$ cat src/rtl/uart_wb_sched.sv
// Wishbone master for one uart_wb instance: it programs the divider, polls status,
// drains RX bytes and round-robin arbitrates two TX byte requesters.
module uart_wb_sched #(
    parameter int unsigned          DW        = 16,
    parameter int unsigned          DIV_WIDTH = 8,
    parameter logic [DIV_WIDTH-1:0] DIV_INIT  = 8'd24
) (
    input  logic                 clk,
    input  logic                 rst,
    input  logic [DIV_WIDTH-1:0] div_val,
    input  logic                 div_upd,
    input  logic [7:0]           req0_data,
    input  logic                 req0_valid,
    output logic                 req0_ready,
    input  logic [7:0]           req1_data,
    input  logic                 req1_valid,
    output logic                 req1_ready,
    output logic [7:0]           rx_data,
    output logic                 rx_valid,
    output logic                 rx_ovf,
    output logic                 cfg_done,
    output logic [1:0]           wbm_addr,
    output logic [DW-1:0]        wbm_wdata,
    output logic                 wbm_we,
    output logic                 wbm_cyc,
    input  logic [DW-1:0]        wbm_rdata,
    input  logic                 wbm_ack
);

    localparam logic [1:0]  ADDR_DATA    = 2'd0;
    localparam logic [1:0]  ADDR_CTRL    = 2'd1;
    localparam int unsigned BIT_RX_EMPTY = DW - 1;
    localparam int unsigned BIT_RX_OVF   = DW - 2;
    localparam int unsigned BIT_TX_FULL  = DW - 4;

    typedef enum logic [2:0] {
        S_INIT,
        S_POLL,
        S_DECIDE,
        S_DIV,
        S_RXRD,
        S_TXWR
    } state_t;

    state_t                 state_q, state_d;
    logic                   cyc_q, cyc_d;
    logic                   we_q, we_d;
    logic [1:0]             addr_q, addr_d;
    logic [DW-1:0]          wdata_q, wdata_d;
    logic                   rdy0_q, rdy0_d;
    logic                   rdy1_q, rdy1_d;
    logic [7:0]             rx_data_q, rx_data_d;
    logic                   rx_valid_q, rx_valid_d;
    logic                   rx_ovf_q, rx_ovf_d;
    logic                   cfg_done_q, cfg_done_d;
    logic                   rx_empty_q, rx_empty_d;
    logic                   tx_full_q, tx_full_d;
    logic                   rr_q, rr_d;
    logic                   pend_q, pend_d;
    logic [DIV_WIDTH-1:0]   pdiv_q, pdiv_d;

    logic                   acked;
    logic                   any_req;
    logic                   gnt1;
    logic                   unused_rdata;

    assign acked   = cyc_q && wbm_ack;
    assign any_req = req0_valid || req1_valid;
    // Both pending: honour the round-robin pointer; otherwise take whoever is asking.
    assign gnt1    = (req0_valid && req1_valid) ? rr_q : req1_valid;

    assign unused_rdata = ^{wbm_rdata[DW-3], wbm_rdata[DW-5:8]};

    always_ff @(posedge clk) begin
        if (rst) begin
            state_q    <= S_INIT;
            cyc_q      <= 1'b0;
            we_q       <= 1'b0;
            addr_q     <= 2'd0;
            wdata_q    <= '0;
            rdy0_q     <= 1'b0;
            rdy1_q     <= 1'b0;
            rx_data_q  <= 8'd0;
            rx_valid_q <= 1'b0;
            rx_ovf_q   <= 1'b0;
            cfg_done_q <= 1'b0;
            rx_empty_q <= 1'b1;
            tx_full_q  <= 1'b1;
            rr_q       <= 1'b0;
            pend_q     <= 1'b0;
            pdiv_q     <= '0;
        end else begin
            state_q    <= state_d;
            cyc_q      <= cyc_d;
            we_q       <= we_d;
            addr_q     <= addr_d;
            wdata_q    <= wdata_d;
            rdy0_q     <= rdy0_d;
            rdy1_q     <= rdy1_d;
            rx_data_q  <= rx_data_d;
            rx_valid_q <= rx_valid_d;
            rx_ovf_q   <= rx_ovf_d;
            cfg_done_q <= cfg_done_d;
            rx_empty_q <= rx_empty_d;
            tx_full_q  <= tx_full_d;
            rr_q       <= rr_d;
            pend_q     <= pend_d;
            pdiv_q     <= pdiv_d;
        end
    end

    always_comb begin
        state_d    = state_q;
        cyc_d      = cyc_q;
        we_d       = we_q;
        addr_d     = addr_q;
        wdata_d    = wdata_q;
        rdy0_d     = 1'b0;
        rdy1_d     = 1'b0;
        rx_data_d  = rx_data_q;
        rx_valid_d = 1'b0;
        rx_ovf_d   = 1'b0;
        cfg_done_d = cfg_done_q;
        rx_empty_d = rx_empty_q;
        tx_full_d  = tx_full_q;
        rr_d       = rr_q;
        pend_d     = pend_q;
        pdiv_d     = pdiv_q;

        case (state_q)
            S_INIT: begin
                if (!cyc_q) begin
                    cyc_d   = 1'b1;
                    we_d    = 1'b1;
                    addr_d  = ADDR_CTRL;
                    wdata_d = DW'(DIV_INIT);
                end else if (wbm_ack) begin
                    cyc_d      = 1'b0;
                    cfg_done_d = 1'b1;
                    state_d    = S_POLL;
                end
            end
            S_POLL: begin
                if (!cyc_q) begin
                    cyc_d   = 1'b1;
                    we_d    = 1'b0;
                    addr_d  = ADDR_CTRL;
                    wdata_d = '0;
                end else if (wbm_ack) begin
                    cyc_d      = 1'b0;
                    rx_empty_d = wbm_rdata[BIT_RX_EMPTY];
                    tx_full_d  = wbm_rdata[BIT_TX_FULL];
                    rx_ovf_d   = wbm_rdata[BIT_RX_OVF];
                    state_d    = S_DECIDE;
                end
            end
            // Bus is idle this cycle; the chosen transaction launches at its end.
            S_DECIDE: begin
                if (pend_q) begin
                    cyc_d   = 1'b1;
                    we_d    = 1'b1;
                    addr_d  = ADDR_CTRL;
                    wdata_d = DW'(pdiv_q);
                    pend_d  = 1'b0;
                    state_d = S_DIV;
                end else if (!rx_empty_q) begin
                    cyc_d   = 1'b1;
                    we_d    = 1'b0;
                    addr_d  = ADDR_DATA;
                    wdata_d = '0;
                    state_d = S_RXRD;
                end else if (!tx_full_q && any_req) begin
                    cyc_d   = 1'b1;
                    we_d    = 1'b1;
                    addr_d  = ADDR_DATA;
                    wdata_d = gnt1 ? DW'(req1_data) : DW'(req0_data);
                    rdy0_d  = !gnt1;
                    rdy1_d  = gnt1;
                    rr_d    = !gnt1;
                    state_d = S_TXWR;
                end else begin
                    state_d = S_POLL;
                end
            end
            S_DIV, S_TXWR: begin
                if (acked) begin
                    cyc_d   = 1'b0;
                    state_d = S_POLL;
                end
            end
            S_RXRD: begin
                if (acked) begin
                    cyc_d   = 1'b0;
                    state_d = S_POLL;
                    if (!wbm_rdata[BIT_RX_EMPTY]) begin
                        rx_valid_d = 1'b1;
                        rx_data_d  = wbm_rdata[7:0];
                    end
                end
            end
            default: begin
                cyc_d   = 1'b0;
                state_d = S_INIT;
            end
        endcase

        // Pending is cleared when the DIV write launches, so a strobe during DIV re-arms it.
        if (div_upd) begin
            pend_d = 1'b1;
            pdiv_d = div_val;
        end
    end

    assign wbm_cyc    = cyc_q;
    assign wbm_we     = we_q;
    assign wbm_addr   = addr_q;
    assign wbm_wdata  = wdata_q;
    assign req0_ready = rdy0_q;
    assign req1_ready = rdy1_q;
    assign rx_data    = rx_data_q;
    assign rx_valid   = rx_valid_q;
    assign rx_ovf     = rx_ovf_q;
    assign cfg_done   = cfg_done_q;

endmodule
$ cat config.mk
export PLATFORM = sky130hd
export DESIGN_NAME = uart_wb_sched
export DESIGN_NICKNAME = d
export VERILOG_FILES = /design/src/rtl/uart_wb_sched.sv
export SDC_FILE = /design/constraint.sdc
export NUM_CORES = 1
export LEC_CHECK = 0
export ABC_AREA = 1
export CAP_MARGIN = 25
export CORE_MARGIN = 2
export CORE_UTILIZATION = 38
export CTS_CLUSTER_SIZE = 8
export DETAILED_ROUTE_END_ITERATION = 12
export PLACE_DENSITY = 0.79
export SETUP_SLACK_MARGIN = 0.4
export SLEW_MARGIN = 20
export SYNTH_ARGS = -nofsm -noshare
export SYNTH_HDL_FRONTEND = slang
export SYNTH_SLANG_ARGS = --single-unit
$ cat constraint.sdc
create_clock -name clk -period 1.2 [get_ports clk]
set_input_delay 0.18 -clock clk [delete_from_list [all_inputs] [get_ports clk]]
set_output_delay 0.18 -clock clk [all_outputs]
set_load 0.01 [all_outputs]
==> results of run 1 <==
routing by layer:
layer / up-vias / track usage, % / part of all wire, %
met5: - / 0 / 0
met4: 0 / 8.23 / 2.5
met2: 72 / 31.9 / 50
met1: 864 / 21.0 / 41
met3: 13 / 4.66 / 7.1
li1: 1005 / - / -
report_power, final:
| group | total (uW) | leakage, uW | switching (uW) | internal [uW] |
|---|---|---|---|---|
| clock network | 892 | 0.0000470 | 441 | 451 |
| registers | 1400 | 0.000330 | 46.4 | 1350 |
| logic | 649 | 0.000988 | 314 | 335 |
cell type report:
| class | instances | area [um2] | area share, % |
|---|---|---|---|
| Timing Repair Buffer | 88 | 882 | 29.4 |
| Clock buffer | 6 | 82.6 | 2.75 |
| Inverter | 42 | 161 | 5.38 |
| Clock inverter | 1 | 5.00 | 0.167 |
| Sequential cell | 39 | 821 | 27.3 |
| Multi-Input combinational cell | 180 | 980 | 32.6 |
| Timing Repair inverter | 1 | 3.75 | 0.125 |
| Tap cell | 54 | 67.6 | 2.25 |
worst max path at each step:
stage / from / endpoint / slack (ns) / depth (start not counted)
2_1_floorplan: state_q[0] / wbm_we / 0.08 / 8
6_report: state_q[0] / wbm_wdata[3] / -0.09 / 8
5_1_grt: state_q[0] / wbm_wdata[3] / -0.12 / 8
4_1_cts: state_q[2] / wbm_we / 0.03 / 7
3_3_place_gp: wbm_ack / rx_data[7] / -0.27 / 7
3_5_place_dp: wbm_ack / rx_data[7] / -0.26 / 7
cell families (layout without fill, tap and decap cells):
family | count (synthesis) | after routing | synth area share (%)
AND/OR/NAND/NOR | 120 | 121 | 28.6
AO/OA/AOI/OAI | 50 | 50 | 14.4
other | 1 | 9 | 0.206
flip-flops | 39 | 39 | 42.8
buffers and inverters | 58 | 138 | 14.0
repair_timing:
item,4_1_cts,5_1_grt
setup buffers,3,3
pin swaps,6,4
gates resized for setup,153,35
cloned,3,0
setup endpoints to repair,63,55
worst min-delay path, delay by kind of cell:
kind | cells | cell delay, ns
buffers and inverters | 2 | 0.38
AOI/OAI and AO/OA | 1 | 0.07
cells in the mapped netlist, types with 2 or more instances:
cell      instances  area, um2
nand3_1          23        115
dfxtp_1          39        781
nand3_2           2       20.0
buf_2             3       15.0
nand2_1          61        229
o21ai_0          21        105
buf_4             9       67.6
a21oi_1          25        125
nand2_2           3       18.8
inv_1            41        154
nor2_1           26       97.6
clkbuf_1          4       15.0
metrics by stage:
| stage | worst slack [ns] | total power, uW | hold slack [ns] | cell area (um2) | utilization [%] |
|---|---|---|---|---|---|
| detailed placement | -0.261 | 1950 | 0.436 | 2670 | 57.3 |
| global route | -0.119 | 3060 | 0.382 | 3000 | 64.4 |
| global placement | -0.266 | 1940 | 0.438 | 2670 | 57.3 |
| finish | -0.0887 | 2940 | 0.379 | 3000 | 64.4 |
| floorplan | 0.0754 | 1700 | 0.242 | 1930 | - |
| CTS | 0.0346 | 2890 | 0.381 | 2910 | 62.3 |
state kept, by name, summed over array words and instances, names as in the netlist, 3 cells and up:
name and count:
pdiv_q 8, rx_data 8, wbm_wdata 8, state_q 3
==> results.sh, run 1 <==
export IMPL_status="finished, violations left"
export IMPL_violations="setup timing"
export IMPL_place_inst=395
export IMPL_critPathLaunchType="register"
export IMPL_hp_start="div_upd"
export IMPL_cts_tree="yes"
export IMPL_fillers=405
export IMPL_hp_class="in2reg"
export IMPL_grt_max_degree=18
export IMPL_max_stage_delay_ns=0.37
export IMPL_cts_hold_buf=0
export IMPL_report_final_slew_viol_count=0
export IMPL_synthArstFlopShare_pct=0
export IMPL_clk_path_buf_depth=2
export IMPL_ys_seq_area_share_pct=42.8
export IMPL_setup_viol=8
export IMPL_mappedNetlistArea_um2=1820
export IMPL_drc=0
export IMPL_drv_cap=0
export IMPL_max_freq_mhz=776
export IMPL_vias=1954
export IMPL_die_x_um=73.3
export IMPL_crit_type="reg2reg"
export IMPL_drtIter0Drc=98
export IMPL_final_cell_mix="nand2_1 (54), inv_1 (36), clkdlybuf4s50_1 (35)"
export IMPL_grt_use_total_pct=18.3
export IMPL_grt_overflow_total=0
export IMPL_antenna_found_initial=0
export IMPL_avgSynthCellArea_um2=6.80
export IMPL_post_drt_via_cell_ratio=4.75
export IMPL_critPathTopFamily="simple AND/OR/NAND/NOR gates"
export IMPL_synth_ff_type="dfxtp_1"
export IMPL_r2r_end="wbm_wdata[3]"
export IMPL_drive_gt1_share_pct=35.3
export IMPL_fin_setup_tns_ns=-0.430
export IMPL_p_per_area_nw_per_um2=979
export IMPL_cts_root_buf="clkbuf_8"
export IMPL_cp_data_required_time_ns=1.38
export IMPL_instances_no_fill=411
export IMPL_syn_to_final_growth_pct=64.7
export IMPL_ant_nets=0
export IMPL_ys_seq_elements=39
export IMPL_skew_ns=0.00441
export IMPL_die_area_um2=5370
export IMPL_yosys_warnings=0
export IMPL_cp_arrival_ns=1.47
export IMPL_worstRegToRegCells=8
export IMPL_clock_sinks=39
export IMPL_ir_drop_mv=0.775
export IMPL_crit_slowest_cell="dfxtp_4"
export IMPL_grt_pass1_vias=1826
export IMPL_synth_edf_count=0
export IMPL_static_leakage_power_uw=0.00136
export IMPL_clock_latency_ns=0.29
export IMPL_drt_total_wl_um=4990
export IMPL_first_pass_iters=5
export IMPL_portBuffers=64
export IMPL_rsz0062_at_grt="true"
export IMPL_syn_inst=268
export IMPL_crit_chain="inv_4 > nand2_4 > nor2_4 > nand3_4 > nand2_4 > nand2_2 > nand2_2 > a21oi_1"
export IMPL_initial_core_util_pct=39.1
export IMPL_hold_viol_final=0
export IMPL_post_drt_wl_per_cell_um=12.1
export IMPL_path_clk_slew_ns=0.07
export IMPL_nets=403
export IMPL_ios=79
export IMPL_grt_pass1_wl_um=7650
export IMPL_min_period_over_period_pct=107
export IMPL_diodes=0
export IMPL_gp_congestion=0.799
export IMPL_htreeDepth=2
export IMPL_r2r_start="state_q[0]"
export IMPL_min_path_cells=3
export IMPL_r2r_setup_slack_ns=-0.09
export IMPL_worst_slack_ns=-0.0887
export IMPL_cp_buffers_inverters=1
export IMPL_fin_crit_ns=1.29
export IMPL_rows=25
export IMPL_fp_dieH_um=73.3
export IMPL_numCtsBuffers=5
export IMPL_core_area_um2=4660
export IMPL_ys_types=23
export IMPL_critPathMaxFanout=5
export IMPL_final_common_cell="nand2_1"
export IMPL_hpwl_um=3390
export IMPL_worstSetupEndpointType="register"
export IMPL_hold_end="pend_q"
No activity file was read; power rests on OpenSTA's default activity.
==> inputs of run 2 (changes only) <==
Settings changed: ABC_AREA 1 to default.
==> run 2 against run 1 <==
  * The run still ends with setup timing left
  * Worst hold slack got worse by 0.0015 ns
  * First-iteration DRC count decreased by 21%
  * Sequential cell count stayed put
  * Die area decreased by 0.33%
  * Via count is 5.8% lower
  * Wire length up 7.6%
  * Sequential power is essentially flat
  * Worst setup slack got worse by 0.13 ns
  * Design area increased by 8.8%
  * Global-route usage grew 1.6 points
  * Non-clock buffer count rose by 28
==> results.sh, run 2 <==
export IMPL_first_pass_iters=4
export IMPL_ys_types=43
export IMPL_ant_nets=0
export IMPL_final_area_um2=3270
export IMPL_ios=79
export IMPL_nets=359
export IMPL_post_drt_via_cell_ratio=5.03
export IMPL_syn_to_final_growth_pct=79.8
export IMPL_clock_sinks=39
export IMPL_core_area_um2=4660
export IMPL_synth_commonest_cells="dfxtp_1 (39), nor2_1 (28), mux2i_1 (19)"
export IMPL_ir_drop_mv=0.743
export IMPL_r2r_start="state_q[1]"
export IMPL_cts_hold_buf=0
export IMPL_diodes=0
export IMPL_mappedNetlistArea_um2=1820
export IMPL_yosys_area_top_type="dfxtp_1"
export IMPL_cts_root_buf="clkbuf_8"
export IMPL_rsz0062_at_grt="true"
export IMPL_skew_ns=0.00590
export IMPL_ys_seq_elements=39
export IMPL_final_common_cell="clkdlybuf4s50_1"
export IMPL_report_final_slew_viol_count=0
export IMPL_dp_slack_ns=-0.472
export IMPL_drive_gt1_share_pct=45.8
export IMPL_cts_tree="yes"
export IMPL_clk_path_buf_depth=2
export IMPL_hpwl_um=3680
export IMPL_p_per_area_nw_per_um2=938
export IMPL_die_area_um2=5350
export IMPL_synth_ff_type="dfxtp_1"
export IMPL_synthArstFlopShare_pct=0
export IMPL_final_cell_mix="clkdlybuf4s50_1 (36), buf_6 (33), buf_4 (33)"
export IMPL_static_leakage_power_uw=0.00142
export IMPL_fp_dieH_um=73.1
export IMPL_portBuffers=64
export IMPL_post_route_util_pct=70.1
export IMPL_cp_data_required_time_ns=1.43
export IMPL_drt_total_wl_um=5370
export IMPL_hp_start="rst"
export IMPL_violations="setup timing"
export IMPL_drc=0
export IMPL_die_x_um=73.1
export IMPL_critPathLaunchType="register"
export IMPL_yosysMostFrequentCell="dfxtp_1"
export IMPL_antenna_found_initial=0
export IMPL_grt_overflow_total=0
export IMPL_gp_congestion=0.935
export IMPL_whs_ns=0.378
export IMPL_crit_type="reg2reg"
export IMPL_hp_class="in2reg"
export IMPL_synth_area_top_cells="dfxtp_1 (43%), mux2i_1 (10%), nor2_1 (5.8%)"
export IMPL_finalPower_uw=3060
export IMPL_rows=25
export IMPL_post_dp_cell_area_um2=2760
export IMPL_numCtsBuffers=5
export IMPL_min_period_over_period_pct=118
export IMPL_status="finished, violations left"
export IMPL_setup_viol=24
export IMPL_startpoint="state_q[1]"
export IMPL_fin_crit_ns=1.42
export IMPL_max_freq_mhz=706
export IMPL_htreeDepth=2
export IMPL_critPathMaxFanout=7
export IMPL_grt_pass1_vias=1801
export IMPL_worst_slack_ns=-0.217
export IMPL_grt_max_degree=16
export IMPL_cp_arrival_ns=1.64
export IMPL_avgSynthCellArea_um2=8.86
export IMPL_path_clk_slew_ns=0.07
export IMPL_synth_edf_count=0
export IMPL_post_drt_wl_per_cell_um=14.7
export IMPL_syn_inst=205
export IMPL_grt_pass1_wl_um=8240
export IMPL_vias=1840
export IMPL_initial_core_util_pct=39.0
export IMPL_clock_latency_ns=0.29
export IMPL_yosys_warnings=0
export IMPL_yosysTopAreaCellShare_pct=43.0
export IMPL_drv_cap=0
export IMPL_grt_use_total_pct=20.0
export IMPL_ys_seq_area_share_pct=43.0
export IMPL_worstSetupEndpointType="register"
export IMPL_hold_viol_final=0
export IMPL_drtIter0Drc=77
run 2: cell types whose count changed in the layout (fill, tap and decap cells not counted), moves of 7 or more:
cell / delta
a21oi_2: -8
buf_4: +17
buf_6: +7
inv_1: -34
mux2i_1: +16
nand2_1: -39
nand2_2: -8
nand3_1: -21
nand4_1: +7
o21ai_0: -8
o21ai_1: -10
run 2: critical path: stages (launching register included):
cell and delay [ns]:
dfxtp_4 0.38, or3b_4 0.44, nor2_4 0.17, buf_4 0.13, buf_6 0.08, and3_1 0.15
run 2: area by class of cell:
cell class                 count  area (um2)
clock buffer                   6        72.6
timing repair buffer         116        1180
tap                           54        67.6
fill                         344        1390
sequential                    39         821
multi-input combinational    148        1120
inverter                       3        11.3
run 2: power breakdown:
group          internal [uW]  total (uW)  leakage, uW  switching [uW]
clock network            387         805    0.0000371             417
registers               1360        1410     0.000329            50.7
logic                    491         850      0.00105             360
total                   2240        3060      0.00142             828
run 2: kinds of logic after synthesis:
logic type	Yosys count	synth area share, %
xor gates and xnor gates	1	0.482
muxes	19	10.5
AOI/OAI and AO/OA	43	17.1
DFF	39	43.0
buffers and inverters	26	7.92
and+or+nand+nor	76	20.8
other	1	0.206
run 2: worst paths after layout:
path	cells after the start	endpoint	slack [ns]
max	5	req1_ready	-0.22
min reg2reg	2	rr_q	0.48
max reg2reg	5	req1_ready	-0.22
min	3	pend_q	0.38
run 2: routing by layer:
| layer | up-vias | share of wire, % | global-route usage [%] |
|---|---|---|---|
| li1 | 916 | - | - |
| met1 | 855 | 43 | 24.2 |
| met2 | 63 | 50 | 33.6 |
| met3 | 6 | 6.0 | 6.49 |
| met4 | 0 | 1.2 | 5.97 |
| met5 | - | 0 | 0 |
run 2: through the flow:
step	TNS [ns]	std cells
3_5_place_dp	-10.56	343
4_1_cts	-2.53	362
6_report	-2.94	366
5_1_grt	-4.12	366
3_3_place_gp	-9.61	343
2_1_floorplan	-1.04	213
run 2: what timing repair did:
item,in CTS,in global routing
setup endpoints to repair,63,56
gates resized for setup,174,25
pin swaps,9,10
gates cloned,2,0
hold endpoints to repair,0,0
buffers inserted,11,4
